`config.mk`:
```
export PLATFORM = sky130hd
export DESIGN_NAME = if_id_reg_flat
export DESIGN_NICKNAME = d
export VERILOG_FILES = /design/src/rtl/if_id_reg_pkg.sv /design/src/rtl/if_id_reg_if.sv /design/src/rtl/if_id_reg_f_exc_chk.sv /design/src/rtl/if_id_reg.sv /design/src/flat_wrapper.sv
export SDC_FILE = /design/constraint.sdc
export NUM_CORES = 1
export LEC_CHECK = 0
export CAP_MARGIN = 20
export CORE_AREA = 2 2 84 86
export CTS_CLUSTER_DIAMETER = 150
export DETAILED_ROUTE_END_ITERATION = 16
export DIE_AREA = 0 0 86 88
export PLACE_DENSITY = 0.84
export SLEW_MARGIN = 20
export SYNTH_ARGS = -nofsm -noshare
export SYNTH_HDL_FRONTEND = slang
export SYNTH_SLANG_ARGS = --single-unit
```
`constraint.sdc`:
```
create_clock -name clk -period 2.5 [get_ports clk]
set_clock_uncertainty 0.2 [all_clocks]
set_input_delay 0.375 -clock clk [delete_from_list [all_inputs] [get_ports clk]]
set_output_delay 0.375 -clock clk [all_outputs]
set_load 0.01 [all_outputs]
```
`src/rtl/if_id_reg_pkg.sv`:
```
// Shared constants for the IF/ID stage: exception codes, PC map and the NOP word.
package if_id_reg_pkg;

    localparam logic [4:0]  EXC_NONE = 5'd0;
    localparam logic [4:0]  EXC_ADEL = 5'd4;

    localparam logic [31:0] PC_INIT  = 32'h0000_3000;
    localparam logic [31:0] EXC_PC   = 32'h0000_4180;
    localparam logic [31:0] IM_LO    = 32'h0000_3000;
    localparam logic [31:0] IM_HI    = 32'h0000_6ffc;

    localparam logic [31:0] NOP_WORD = 32'h0000_0000;

endpackage

```
`src/rtl/if_id_reg_if.sv`:
```
// Fetch-to-decode bundle: fetch-side inputs, pipeline controls and registered decode outputs.
interface if_id_reg_if;

    logic        en;
    logic        req;
    logic        clr;
    logic [31:0] F_PC;
    logic [31:0] F_instr;
    logic        F_BD;
    logic [31:0] D_PC;
    logic [31:0] D_instr;
    logic [4:0]  D_excCode;
    logic        D_BD;
    logic        D_valid;

    modport master (
        output en, req, clr, F_PC, F_instr, F_BD,
        input  D_PC, D_instr, D_excCode, D_BD, D_valid
    );

    modport slave (
        input  en, req, clr, F_PC, F_instr, F_BD,
        output D_PC, D_instr, D_excCode, D_BD, D_valid
    );

endinterface

```
`src/rtl/if_id_reg_f_exc_chk.sv`:
```
// Fetch address check: flags misaligned or out-of-range instruction fetches (AdEL).
module f_exc_chk #(
    parameter logic [31:0] IM_LO = 32'h0000_3000,
    parameter logic [31:0] IM_HI = 32'h0000_6ffc
) (
    input  logic [31:0] pc_i,
    output logic        fault_o
);

    assign fault_o = (pc_i[1:0] != 2'b00) || (pc_i < IM_LO) || (pc_i > IM_HI);

endmodule

```
`src/rtl/if_id_reg.sv`:
```
// IF/ID pipeline register with fetch address check, stall, eret clear and exception flush.
module if_id_reg
    import if_id_reg_pkg::*;
#(
    parameter logic [31:0] P_PC_INIT = PC_INIT,
    parameter logic [31:0] P_EXC_PC  = EXC_PC,
    parameter logic [31:0] P_IM_LO   = IM_LO,
    parameter logic [31:0] P_IM_HI   = IM_HI
) (
    input  logic        clk,
    input  logic        reset,
    if_id_reg_if.slave  bus
);

    logic        fault;

    logic [31:0] pc_q,    pc_d;
    logic [31:0] instr_q, instr_d;
    logic [4:0]  exc_q,   exc_d;
    logic        bd_q,    bd_d;
    logic        valid_q, valid_d;

    f_exc_chk #(
        .IM_LO (P_IM_LO),
        .IM_HI (P_IM_HI)
    ) u_f_exc_chk (
        .pc_i    (bus.F_PC),
        .fault_o (fault)
    );

    // reset is folded in here so the flops see a single next-state mux
    always_comb begin
        pc_d    = pc_q;
        instr_d = instr_q;
        exc_d   = exc_q;
        bd_d    = bd_q;
        valid_d = valid_q;
        if (!reset) begin
            pc_d    = P_PC_INIT;
            instr_d = NOP_WORD;
            exc_d   = EXC_NONE;
            bd_d    = 1'b0;
            valid_d = 1'b0;
        end else if (bus.req) begin
            pc_d    = P_EXC_PC;
            instr_d = NOP_WORD;
            exc_d   = EXC_NONE;
            bd_d    = 1'b0;
            valid_d = 1'b0;
        end else if (!bus.en) begin
            pc_d    = pc_q;
        end else if (bus.clr) begin
            pc_d    = bus.F_PC;
            instr_d = NOP_WORD;
            exc_d   = EXC_NONE;
            bd_d    = 1'b0;
            valid_d = 1'b0;
        end else begin
            pc_d    = bus.F_PC;
            instr_d = fault ? NOP_WORD : bus.F_instr;
            exc_d   = fault ? EXC_ADEL : EXC_NONE;
            bd_d    = bus.F_BD;
            valid_d = 1'b1;
        end
    end

    always_ff @(posedge clk) begin
        pc_q    <= pc_d;
        instr_q <= instr_d;
        exc_q   <= exc_d;
        bd_q    <= bd_d;
        valid_q <= valid_d;
    end

    assign bus.D_PC      = pc_q;
    assign bus.D_instr   = instr_q;
    assign bus.D_excCode = exc_q;
    assign bus.D_BD      = bd_q;
    assign bus.D_valid   = valid_q;

endmodule

```
`src/flat_wrapper.sv`:
```
// flat-port wrapper written by rule: the top's interface ports become plain ports
module if_id_reg_flat import if_id_reg_pkg::*;
#(
    parameter logic [31:0] P_PC_INIT = PC_INIT,
    parameter logic [31:0] P_EXC_PC  = EXC_PC,
    parameter logic [31:0] P_IM_LO   = IM_LO,
    parameter logic [31:0] P_IM_HI   = IM_HI
)
  (clk, reset, bus_en, bus_req, bus_clr, bus_F_PC, bus_F_instr, bus_F_BD, bus_D_PC, bus_D_instr, bus_D_excCode, bus_D_BD, bus_D_valid);
  if_id_reg_if bus_i ();
  input  logic clk;
  input  logic reset;
  input wire logic [$bits(bus_i.en)-1:0] bus_en;
  input wire logic [$bits(bus_i.req)-1:0] bus_req;
  input wire logic [$bits(bus_i.clr)-1:0] bus_clr;
  input wire logic [$bits(bus_i.F_PC)-1:0] bus_F_PC;
  input wire logic [$bits(bus_i.F_instr)-1:0] bus_F_instr;
  input wire logic [$bits(bus_i.F_BD)-1:0] bus_F_BD;
  output wire logic [$bits(bus_i.D_PC)-1:0] bus_D_PC;
  output wire logic [$bits(bus_i.D_instr)-1:0] bus_D_instr;
  output wire logic [$bits(bus_i.D_excCode)-1:0] bus_D_excCode;
  output wire logic [$bits(bus_i.D_BD)-1:0] bus_D_BD;
  output wire logic [$bits(bus_i.D_valid)-1:0] bus_D_valid;
  assign bus_i.en = bus_en;
  assign bus_i.req = bus_req;
  assign bus_i.clr = bus_clr;
  assign bus_i.F_PC = bus_F_PC;
  assign bus_i.F_instr = bus_F_instr;
  assign bus_i.F_BD = bus_F_BD;
  assign bus_D_PC = bus_i.D_PC;
  assign bus_D_instr = bus_i.D_instr;
  assign bus_D_excCode = bus_i.D_excCode;
  assign bus_D_BD = bus_i.D_BD;
  assign bus_D_valid = bus_i.D_valid;
  if_id_reg #(.P_PC_INIT(P_PC_INIT), .P_EXC_PC(P_EXC_PC), .P_IM_LO(P_IM_LO), .P_IM_HI(P_IM_HI)) u_core (.clk(clk), .reset(reset), .bus(bus_i));
endmodule
```
==> qor.yml <==
outcome:
  status: "finished, final reports clean"
timing:
  max_clock_freq_mhz: 499
  tightest_hold_margin_ns: 0.285
  finalHoldViolations: 0
  timing.final.crit_period_ns: 2.00
  rsz_0062_raised_after_global_routing: "no"
  totalNegativeSetupSlack_ns: 0
  slew_violations: 0
  period_share_pct: 80.2
  finalSetupViolCount: 0
global_routing:
  number_of_antenna_violations_at_the_first_check_in_global_routing: 0
  grt_max_degree: 39
  first_global_vias: 2510
  grt-ovfl-total: 0
  grt_usage_pct: 19.7
  wire_length_of_the_first_global_routing_pass_um: 11700
clock_network:
  clk-insertion-delay-late_ns: 0.34
  cts.htree.levels: 3
  cts.root.buffer_cell: "sky130_fd_sc_hd__clkbuf_8"
  cts.repair.resized: 0
  max-clock-path-buffers: 2
  holdBufCountCts: 0
  numClockSinks: 67
  path_clk_slew_ns: 0.07
  post-cts-setup-buffer-count: 0
  cts_tree: "done"
  cts_made_buffers: 9
layout:
  most-common-layout-cells: "135 x sky130_fd_sc_hd__clkdlybuf4s50_1, 67 x sky130_fd_sc_hd__dfxtp_1, 32 x sky130_fd_sc_hd__nand3_1, 32 x sky130_fd_sc_hd__nand3b_1, 30 x sky130_fd_sc_hd__o21ai_2"
  multi_input_area_um2: 1330
  regArea_um2: 1340
  nets: 478
  num_antenna_cells: 0
  layout_utilization_pct: 66.0
  post_route_cells_drive_above_1_share_pct: 14.4
  final_common_cell: "sky130_fd_sc_hd__clkdlybuf4s50_1"
  flow.area_growth_from_synthesis_pct: 56.6
  filler_cell_count: 528
worst_setup_path:
  timing.critical_path.to_type: "register"
  cp.required_ns: 2.57
  timing_worst_setup_path_type: "input port to register"
  critical_path_peak_fanout: 32
  start_kind: "input port"
  reg2reg_slack_ns: 1.45
  crit_arrival_ns: 2.07
power:
  irDropWorstVdd_uv: 346
  share_clk_of_total_power_pct: 38.1
  power.combinational.fraction_pct: 13.6
  internal_power_summed_over_all_cells_w: 0.00175
  share_seq_of_total_power_pct: 48.3
  cellLeakagePower_nw: 1.62
  netSwitchingPower_w: 0.000529
  switching_share_pct: 23.3
  power.density_nw_per_um2: 519
yosys:
  synthesis.instances: 278
  synthArstFlopShare_pct: 0
  number_of_enable_flip_flop_cells_after_synthesis: 0
  synth_top_flop_cell: "sky130_fd_sc_hd__dfxtp_1"
  synth_cell_types: 31
  syn-cell-area_um2: 2800
  ys.warnings.count: 0
  ys_seq_elements: 67
  proportion_of_synthesized_chip_area_in_sequential_cells_pct: 47.9
  syn_avg_cell_area_um2: 10.1
placement:
  buffer_ports.inserted: 136
  dp_hpwl_um: 5310
  gp_congestion: 0.696
drt:
  drt_pass1_iterations: 4
  total_routed_wirelength_um: 7360
  dr_total_vias: 2508
  post_route_antenna_net_violation_count: 0
  initialDrtViolationCount: 76
  drc_errors: 0
  wl_per_cell_um: 15.0
  number_of_vias_per_cell: 5.11
floorplanning:
  initial_utilization_pct: 42.1
  design.portCount: 141
  rows: 30
  fp.coreArea_um2: 6640
  die-height_um: 88
  total_die_area_um2: 7570
  chipWidth_um: 86
run:
  cap_violations: 0
hold_path:
  min_path_type: "register to register"
through the flow:
stage          power, W  setup slack (ns)  cells  area (um2)
3_3_place_gp    0.00143             0.174    477        4200
4_1_cts         0.00230             0.499    491        4390
5_1_grt         0.00236             0.418    491        4390
3_5_place_dp    0.00143             0.142    477        4200
6_report        0.00228             0.496    491        4390
2_1_floorplan   0.00125             0.637    281        2810
Yosys cell counts (2+ instances only):
library cell               number  area (um2)
sky130_fd_sc_hd__o21a_1         3        22.5
sky130_fd_sc_hd__or4_4          2        22.5
sky130_fd_sc_hd__nand3_1       32         160
sky130_fd_sc_hd__nor2b_1        3        18.8
sky130_fd_sc_hd__clkbuf_1      18        67.6
sky130_fd_sc_hd__dfxtp_1       67        1340
sky130_fd_sc_hd__buf_4          4        30.0
sky130_fd_sc_hd__nor2_1        29         109
sky130_fd_sc_hd__mux2i_1       29         290
sky130_fd_sc_hd__o21ai_1        4        20.0
sky130_fd_sc_hd__mux2_1         3        33.8
sky130_fd_sc_hd__o21ai_2       30         263
sky130_fd_sc_hd__buf_6          3        33.8
sky130_fd_sc_hd__nand3b_1      32         240
sky130_fd_sc_hd__buf_2          3        15.0
sequential cells by signal, summed over array words and instances (netlist names):
| signal | count |
|---|---|
| u_core.bus.D_BD | 1 |
| u_core.bus.D_PC | 32 |
| u_core.bus.D_excCode | 1 |
| u_core.bus.D_instr | 32 |
| u_core.bus.D_valid | 1 |
area by class of cell:
cell class	instances	area share, %
repair buffers	144	32.6
flip-flops and latches	67	30.6
multi-input cells	186	30.4
clock buffers	11	3.22
well taps	80	2.28
clock inverters	3	0.913
routing by layer:
| metal | track usage, % | vias to the layer above | share of wire, % |
|---|---|---|---|
| met5 | 0 | - | 0 |
| met4 | 8.23 | 0 | 1.9 |
| met3 | 8.67 | 13 | 9.8 |
| met2 | 32.1 | 104 | 46 |
| met1 | 22.6 | 1156 | 42 |
| li1 | - | 1235 | - |
path summary, 6_finish.rpt:
kind | depth (start not counted) | start | to
worst max register to register | 2 | u_core.bus.D_PC[14]$_SDFFE_PN0P_ | u_core.bus.D_PC[14]$_SDFFE_PN0P_
worst max-delay path | 6 | bus_F_PC[0] | u_core.bus.D_instr[11]$_SDFFE_PP0P_
worst min register to register | 2 | u_core.bus.D_instr[22]$_SDFFE_PP0P_ | u_core.bus.D_instr[22]$_SDFFE_PP0P_
worst min-delay path | 2 | u_core.bus.D_instr[22]$_SDFFE_PP0P_ | u_core.bus.D_instr[22]$_SDFFE_PP0P_
kinds of logic (layout without fill, tap and decap cells):
| group | Yosys count | count (layout) | share of synthesized area (%) |
|---|---|---|---|
| multiplexers | 32 | 32 | 11.6 |
| other | 1 | 4 | 0.134 |
| XOR/XNOR | 1 | 1 | 0.313 |
| flip-flops | 67 | 67 | 47.9 |
| AO/OA/AOI/OAI | 40 | 40 | 11.7 |
| buffers and inverters | 28 | 158 | 5.23 |
| AND/OR/NAND/NOR | 109 | 109 | 23.2 |
worst max-delay path: stages:
cell and delay (ns):
sky130_fd_sc_hd__clkdlybuf4s50_1 0.42, sky130_fd_sc_hd__or4_4 0.54, sky130_fd_sc_hd__nor3_2 0.20, sky130_fd_sc_hd__nand4_2 0.15, sky130_fd_sc_hd__buf_12 0.21, sky130_fd_sc_hd__o21ai_2 0.15
power by group through the flow:
stage               clock [W]  sequential (W)  combinational [W]
global route         0.000929         0.00110           0.000334
floorplan                   0         0.00113           0.000116
finish               0.000867         0.00110           0.000309
global placement            0         0.00112           0.000305
detailed placement          0         0.00112           0.000310
CTS                  0.000884         0.00110           0.000312
Power figures use the tool's default switching activity.
